===== config.mk =====
export PLATFORM = sky130hd
export DESIGN_NAME = load_format_unit
export DESIGN_NICKNAME = d
export VERILOG_FILES = /design/src/rtl/load_format_unit.sv
export SDC_FILE = /design/constraint.sdc
export NUM_CORES = 1
export LEC_CHECK = 0
export ABC_AREA = 1
export CAP_MARGIN = 20
export CORE_UTILIZATION = 45
export CTS_CLUSTER_SIZE = 16
export DETAILED_ROUTE_END_ITERATION = 7
export PLACE_DENSITY_LB_ADDON = 0.25
export REMOVE_ABC_BUFFERS = 1
export SLEW_MARGIN = 20
export SYNTH_ARGS = -nofsm -noshare
export SYNTH_HDL_FRONTEND = slang
export SYNTH_SLANG_ARGS = --single-unit

===== constraint.sdc =====
create_clock -name clk -period 4.5 [get_ports clk]
set_input_delay 0.45 -clock clk [delete_from_list [all_inputs] [get_ports clk]]
set_output_delay 0.45 -clock clk [all_outputs]
set_load 0.05 [all_outputs]

===== src/rtl/load_format_unit.sv =====
// load_format_unit: selects and zero/sign-extends a load lane, then buffers it in a 2-entry valid/ready FIFO.
// Optional macro LOAD_FORMAT_UNALIGNED_EN: misaligned loads gather bytes with wraparound instead of erroring.
module load_format_unit #(
    parameter int DATA_W    = 32,
    parameter int ERRCNT_W  = 8,
    localparam int OFFSET_W = $clog2(DATA_W/8)
) (
    input  logic                clk,
    input  logic                reset_n,
    input  logic                flush,
    input  logic                in_valid,
    output logic                in_ready,
    input  logic [DATA_W-1:0]   raw_data,
    input  logic [OFFSET_W-1:0] byte_offset,
    input  logic [1:0]          size,
    input  logic                sign_ext,
    output logic                out_valid,
    input  logic                out_ready,
    output logic [DATA_W-1:0]   out_data,
    output logic                out_err,
    output logic [ERRCNT_W-1:0] err_count
);
    logic [DATA_W-1:0]   lane, hi, fmt_data;
    logic [6:0]          w;
    logic                sgn, mis, rsv, fmt_err;
    logic [DATA_W:0]     mem_q [2];
    logic                rd_q, rd_d, wr_q, wr_d, push, pop;
    logic [1:0]          cnt_q, cnt_d;
    logic [ERRCNT_W-1:0] errc_q, errc_d;

    always_comb begin
`ifdef LOAD_FORMAT_UNALIGNED_EN
        lane = DATA_W'({raw_data, raw_data} >> {byte_offset, 3'b000});
        mis  = 1'b0;
`else
        lane = raw_data >> {byte_offset, 3'b000};
        mis  = (size == 2'b01 && byte_offset[0]) || (size == 2'b00 && |byte_offset[1:0]) ||
               (size == 2'b11 && |byte_offset);
`endif
        rsv      = (DATA_W == 32) && (size == 2'b11);
        w        = size == 2'b10 ? 7'd8 : size == 2'b01 ? 7'd16 : size == 2'b00 ? 7'd32 : 7'd64;
        // hi masks the bits above the selected lane; it is empty for full-width loads
        hi       = {DATA_W{1'b1}} << w;
        sgn      = sign_ext && (w < 7'(DATA_W)) && |(lane & (DATA_W'(1) << (w - 7'd1)));
        fmt_err  = mis | rsv;
        fmt_data = fmt_err ? '0 : (lane & ~hi) | (sgn ? hi : '0);
    end

    assign in_ready  = cnt_q != 2'd2;
    assign out_valid = cnt_q != 2'd0;
    assign {out_err, out_data} = out_valid ? mem_q[rd_q] : '0;
    assign err_count = errc_q;

    always_comb begin
        push   = in_valid & in_ready;
        pop    = out_valid & out_ready;
        rd_d   = flush ? 1'b0 : rd_q ^ pop;
        wr_d   = flush ? 1'b0 : wr_q ^ push;
        cnt_d  = flush ? 2'd0 : cnt_q + {1'b0, push} - {1'b0, pop};
        errc_d = (push && fmt_err && !(&errc_q)) ? errc_q + ERRCNT_W'(1) : errc_q;
    end

    always_ff @(posedge clk or negedge reset_n) begin
        if (!reset_n) begin
            mem_q  <= '{default: '0};
            rd_q   <= 1'b0;
            wr_q   <= 1'b0;
            cnt_q  <= 2'd0;
            errc_q <= '0;
        end else begin
            if (push && !flush) mem_q[wr_q] <= {fmt_err, fmt_data};
            rd_q   <= rd_d;
            wr_q   <= wr_d;
            cnt_q  <= cnt_d;
            errc_q <= errc_d;
        end
    end
endmodule


Word-level counts from Yosys, hierarchy flattened
Cells that the tools add are included.

Bitwise logic cells: 11. Reduce and logical (&&, ||, !) cells: 18. Eq/ne operators: 4. Shift-type cells: 3. Add/subtract/negate cells: 4. Multiplexer cells: 15. $lt $le $gt $ge: 4.

Operators by type and width (count): two-way mux 33 bit (5); bitwise mux 66 bit (1); bitwise AND 32 bit (2); two-way mux 32 bit (2); demux 33 bit (select 1 bit) (1); inverter 32 bit (1); bitwise OR 32 bit (1); OR reduction 32 bit (1); << shifter 1 x 7 -> 32 bit, first input constant (1); << shifter 32 x 7 -> 32 bit, first input constant (1); right shift 32 x 5 -> 32 bit (1); two-way mux 7 bit (3); logical AND 1 bit (9); adder 8 x 1 -> 8 bit, second input constant (1); AND reduction 8 bit (1); less-than comparator 7 x 6 -> 1 bit, second input constant (1); subtractor 7 x 1 -> 7 bit, second input constant (1); equality test 2 bit, second input constant (2); >= comparator 2 bit, second input constant (2); inverter 1 -> 2 bit (2); adder 2 x 1 -> 2 bit (1); bitwise AND 1 bit (2); equality test 2 x 1 -> 1 bit, second input constant (1); zero test 1 bit (2); 11 further kinds (14).

Bits of input ports: 42. Output and inout bits: 43. Word-level logic and storage cells: 65. Register bits after elaboration: 78.

Depth between registers and ports, before layout
Depth after elaboration: 13. Depth in mapped cells: 10. Mapped depth without buffers: 9.

Worst setup path after synthesis
Ideal clock, no wire load.

Path kind: reg-to-output. Start: register cnt_q[1]. End: output port out_data[0]. Stages on the path, launching flop included: 5. Setup slack: 2214 ps. Data arrival time: 1836 ps. Buffers on the path: 0. Data required time: 4050 ps. Cells stage by stage: dfrtp_1 nor2_1 inv_1 o21ai_0 a21oi_1.

Word-level cells in the longest chain between the ends: 2.

RTL lines: start: declaration (RTL line 28) `logic [1:0] cnt_q, cnt_d;`; start signal: assignment (RTL line 74) `cnt_q <= cnt_d;`; nonzero test 2 bit (RTL line 50) `assign out_valid = cnt_q != 2'd0;`; named net out_valid (RTL line 17) `output logic out_valid,`; two-way mux 33 bit (RTL line 51) `assign {out_err, out_data} = out_valid ? mem_q[rd_q] : '0;`; end: declaration (RTL line 19) `output logic [DATA_W-1:0] out_data,`.

The timed path passes the listed nets, and every way through them passes these cells.

Worst setup path in the final report
Start: register rd_q. End: output port out_data[16].

Word-level cells in the longest chain between the ends: 5.

RTL lines: start: declaration (RTL line 27) `logic rd_q, rd_d, wr_q, wr_d, push, pop;`; start signal: assignment (RTL line 72) `rd_q <= rd_d;`; inverter 1 -> 2 bit (not written as such) (RTL line 51); two-way mux 33 bit (not written as such) (3 in a row) (RTL line 51); two-way mux 33 bit (RTL line 51).

No other way between the ends. The select of a mux whose other input is x is not followed.

==> flow_summary.json <==
{
  "first_global_vias": 4120,
  "cts_setup_buffers": 0,
  "worst-path-max-fanout": 30,
  "worstHoldPathType": "input port to async pin",
  "initial_core_util_pct": 46.3,
  "startpoint": "rd_q",
  "peakVddDrop_uv": 297,
  "numCtsBuffers": 9,
  "die_w_um": 102,
  "fin_crit_sh_pct": 67.7,
  "dr.pass1.iters": 4,
  "finalClockSkew_ns": 0.0169,
  "root_buffer": "clkbuf_8",
  "cp_slowest_cell": "clkdlybuf4s50_1",
  "vias_per_cell": 5.29,
  "cts_sinks": 78,
  "grt_pass1_wl_mm": 19.4,
  "row_count": 36,
  "required_ns": 4.05,
  "nFillCells": 932,
  "max_freq_mhz": 328,
  "vias": 4415,
  "drtIter0Drc": 330,
  "design.core.area_sq_um": 9770,
  "finalSetupTns_ns": 0,
  "cts_max_path_buffers": 2,
  "cp-start-kind": "flop",
  "worstSetupPathType": "flop to primary output",
  "fin_cells": 834,
  "use_met1_pct": 30.5,
  "htree_levels": 3,
  "slew_headroom_pct": 53.1,
  "r2r_start": "cnt_q[1]",
  "hold_violations": 0,
  "cap_violations": 0,
  "grt_util_met3_pct": 3.21,
  "die_h_um": 102,
  "seq_area_frac_synth_pct": 43.1,
  "gp_congestion": 0.894,
  "route.detailed.drc": 0,
  "clk_latency_ns": 0.37,
  "post_cts_resized": 0,
  "diodes": 0,
  "endpoint": "out_data[16]",
  "ys_warn_count": 0,
  "wl_per_cell_um": 14.4,
  "cellPowerDensity_nw_per_um2": 567,
  "avgSynthCellArea_sq_um": 7.13,
  "leakage_nw": 2.71,
  "finalNetCount": 746,
  "grt_overflow": 0,
  "drive_gt1_share_pct": 5.71,
  "critPathArrivalTime_ns": 2.60,
  "status": "completed",
  "die_area_sq_um": 10500,
  "cts_tree": "done",
  "hpwlAfterDp_mm": 7.89,
  "worst_pin_slew_ns": 0.701,
  "postCtsHoldBufs": 0,
  "postRouteAntennaNets": 0,
  "yosysUniqueCellTypes": 29,
  "antenna_found_initial": 0,
  "path_cells": "buf_4 > nand2_1 > a21oi_1 > clkdlybuf4s50_1",
  "cp_top_family": "buffers and inverters",
  "drt_wl_total_mm": 12.0,
  "endpoint_kind": "primary output",
  "grt_usage_pct": 24.2,
  "grt.busiest_layer": "met2",
  "utilization_pct": 57.6,
  "io_buffers": 84,
  "ys_seq_elements": 78,
  "area_growth_pct": 24.4,
  "crit_buf_inv": 2,
  "r2r_cells": 7,
  "synth_cells": 635,
  "r2r_end": "mem_q[9]",
  "grt_max_degree": 79,
  "reg2reg_slack_ns": 2.32,
  "rsz0062_at_grt": "false",
  "place_inst": 817,
  "grt_util_met2_pct": 41.3,
  "setup_violations": 0,
  "cp.depth": 4,
  "min_period_ns": 3.05,
  "worst_path_largest_cell_delay_ns": 0.85,
  "io_pins": 85,
  "p_total_w": 0.00319,
  "cts.clk_slew.worst_paths_ns": 0.09,
  "drv_slew": 0,
  "syn-cell-area_sq_um": 4530
}
## sequential cells by signal, indices dropped and copies added, names as in the netlist
register,count
mem_q,66
wr_q,1
rd_q,1
cnt_q,2
err_count,8
## synth_stat cells
master    number  area share (%)
nor2_2         2            0.28
nand2_2        2            0.28
nor3_4         1            0.36
a31oi_1        2            0.28
nand3_1       72             8.0
o21ai_0       41             4.5
clkbuf_2       1            0.11
xor2_1         6             1.2
buf_2         12             1.3
clkbuf_1      19             1.6
nor2_1        29             2.4
nand2_4        3            0.75
a21oi_1       56             6.2
ha_1           8             2.2
nand4_1        2            0.28
nand3b_1       1            0.17
a21oi_2        1            0.19
nand3_2        1            0.22
o21ai_2        1            0.19
nand3_4        1            0.39
inv_2          6            0.50
o211ai_1       1            0.17
xnor2_1        2            0.39
buf_4          2            0.33
inv_1         35             2.9
dfrtp_1       78              43
nand2_1      239              20
o21ai_1        6            0.66
buf_6          5             1.2
## logic make-up (layout without fill, tap and decap cells)
kind of cell | Yosys count | in the layout | share of synthesized area, %
adders and majority gates | 8 | 8 | 2.21
AOI/OAI and AO/OA | 108 | 108 | 12.2
DFF | 78 | 78 | 43.1
and+or+nand+nor | 353 | 353 | 32.9
buffers and inverters | 80 | 146 | 7.99
xor gates and xnor gates | 8 | 8 | 1.55
## layer usage
layer,vias to the layer above,wire length [um]
li1,2163,-
met5,-,0
met1,2075,5250
met2,151,5810
met3,26,627
met4,0,311
## metrics by stage
step	instance area, sq um	setup slack (ns)	hold WS [ns]
2_1_floorplan	4320	1.77	0.154
3_3_place_gp	5360	1.90	0.451
3_5_place_dp	5360	1.84	0.460
4_1_cts	5600	1.46	0.295
5_1_grt	5630	1.30	0.0478
6_report	5630	1.45	0.0160
## final cells by class
| class | instances | area (sq um) | area share, % |
|---|---|---|---|
| clock buffer | 11 | 141 | 2.51 |
| clock inverter | 5 | 106 | 1.89 |
| inverter | 41 | 154 | 2.73 |
| multi-input combinational | 477 | 2210 | 39.3 |
| sequential | 78 | 1950 | 34.7 |
| tap | 133 | 166 | 2.96 |
| timing repair buffer | 89 | 896 | 15.9 |
## worst min path at each step
stage	from	cells past startpoint	to
floorplan	reset_n	0	cnt_q[0]
global placement	mem_q[65]	2	mem_q[65]
detailed placement	mem_q[37]	2	mem_q[37]
CTS	reset_n	1	err_count[1]
global route	reset_n	1	mem_q[30]
finish	reset_n	1	err_count[6]
## placed cells by master, fill, tap and decap left out, drive strengths merged
cell | Yosys | layout
nand3 | 74 | 74
inv | 41 | 41
bufinv | 0 | 3
buf | 19 | 6
nand2 | 244 | 244
clkinvlp | 0 | 1
a21oi | 57 | 57
dfrtp | 78 | 78
xor2 | 6 | 6
xnor2 | 2 | 2
nor2 | 31 | 31
clkbuf | 20 | 11
clkdlybuf4s50 | 0 | 83
ha | 8 | 8
nand3b | 1 | 1
o21ai | 48 | 48
clkinv | 0 | 1
nand4 | 2 | 2
o211ai | 1 | 1
nor3 | 1 | 1
a31oi | 2 | 2
## power by group
group          internal, W  leakage, nW  switching [W]
Combinational     0.000460         1.56       0.000992
Clock             0.000385        0.120       0.000268
Sequential        0.000941         1.03       0.000145
No activity file was read; power rests on OpenSTA's default activity.
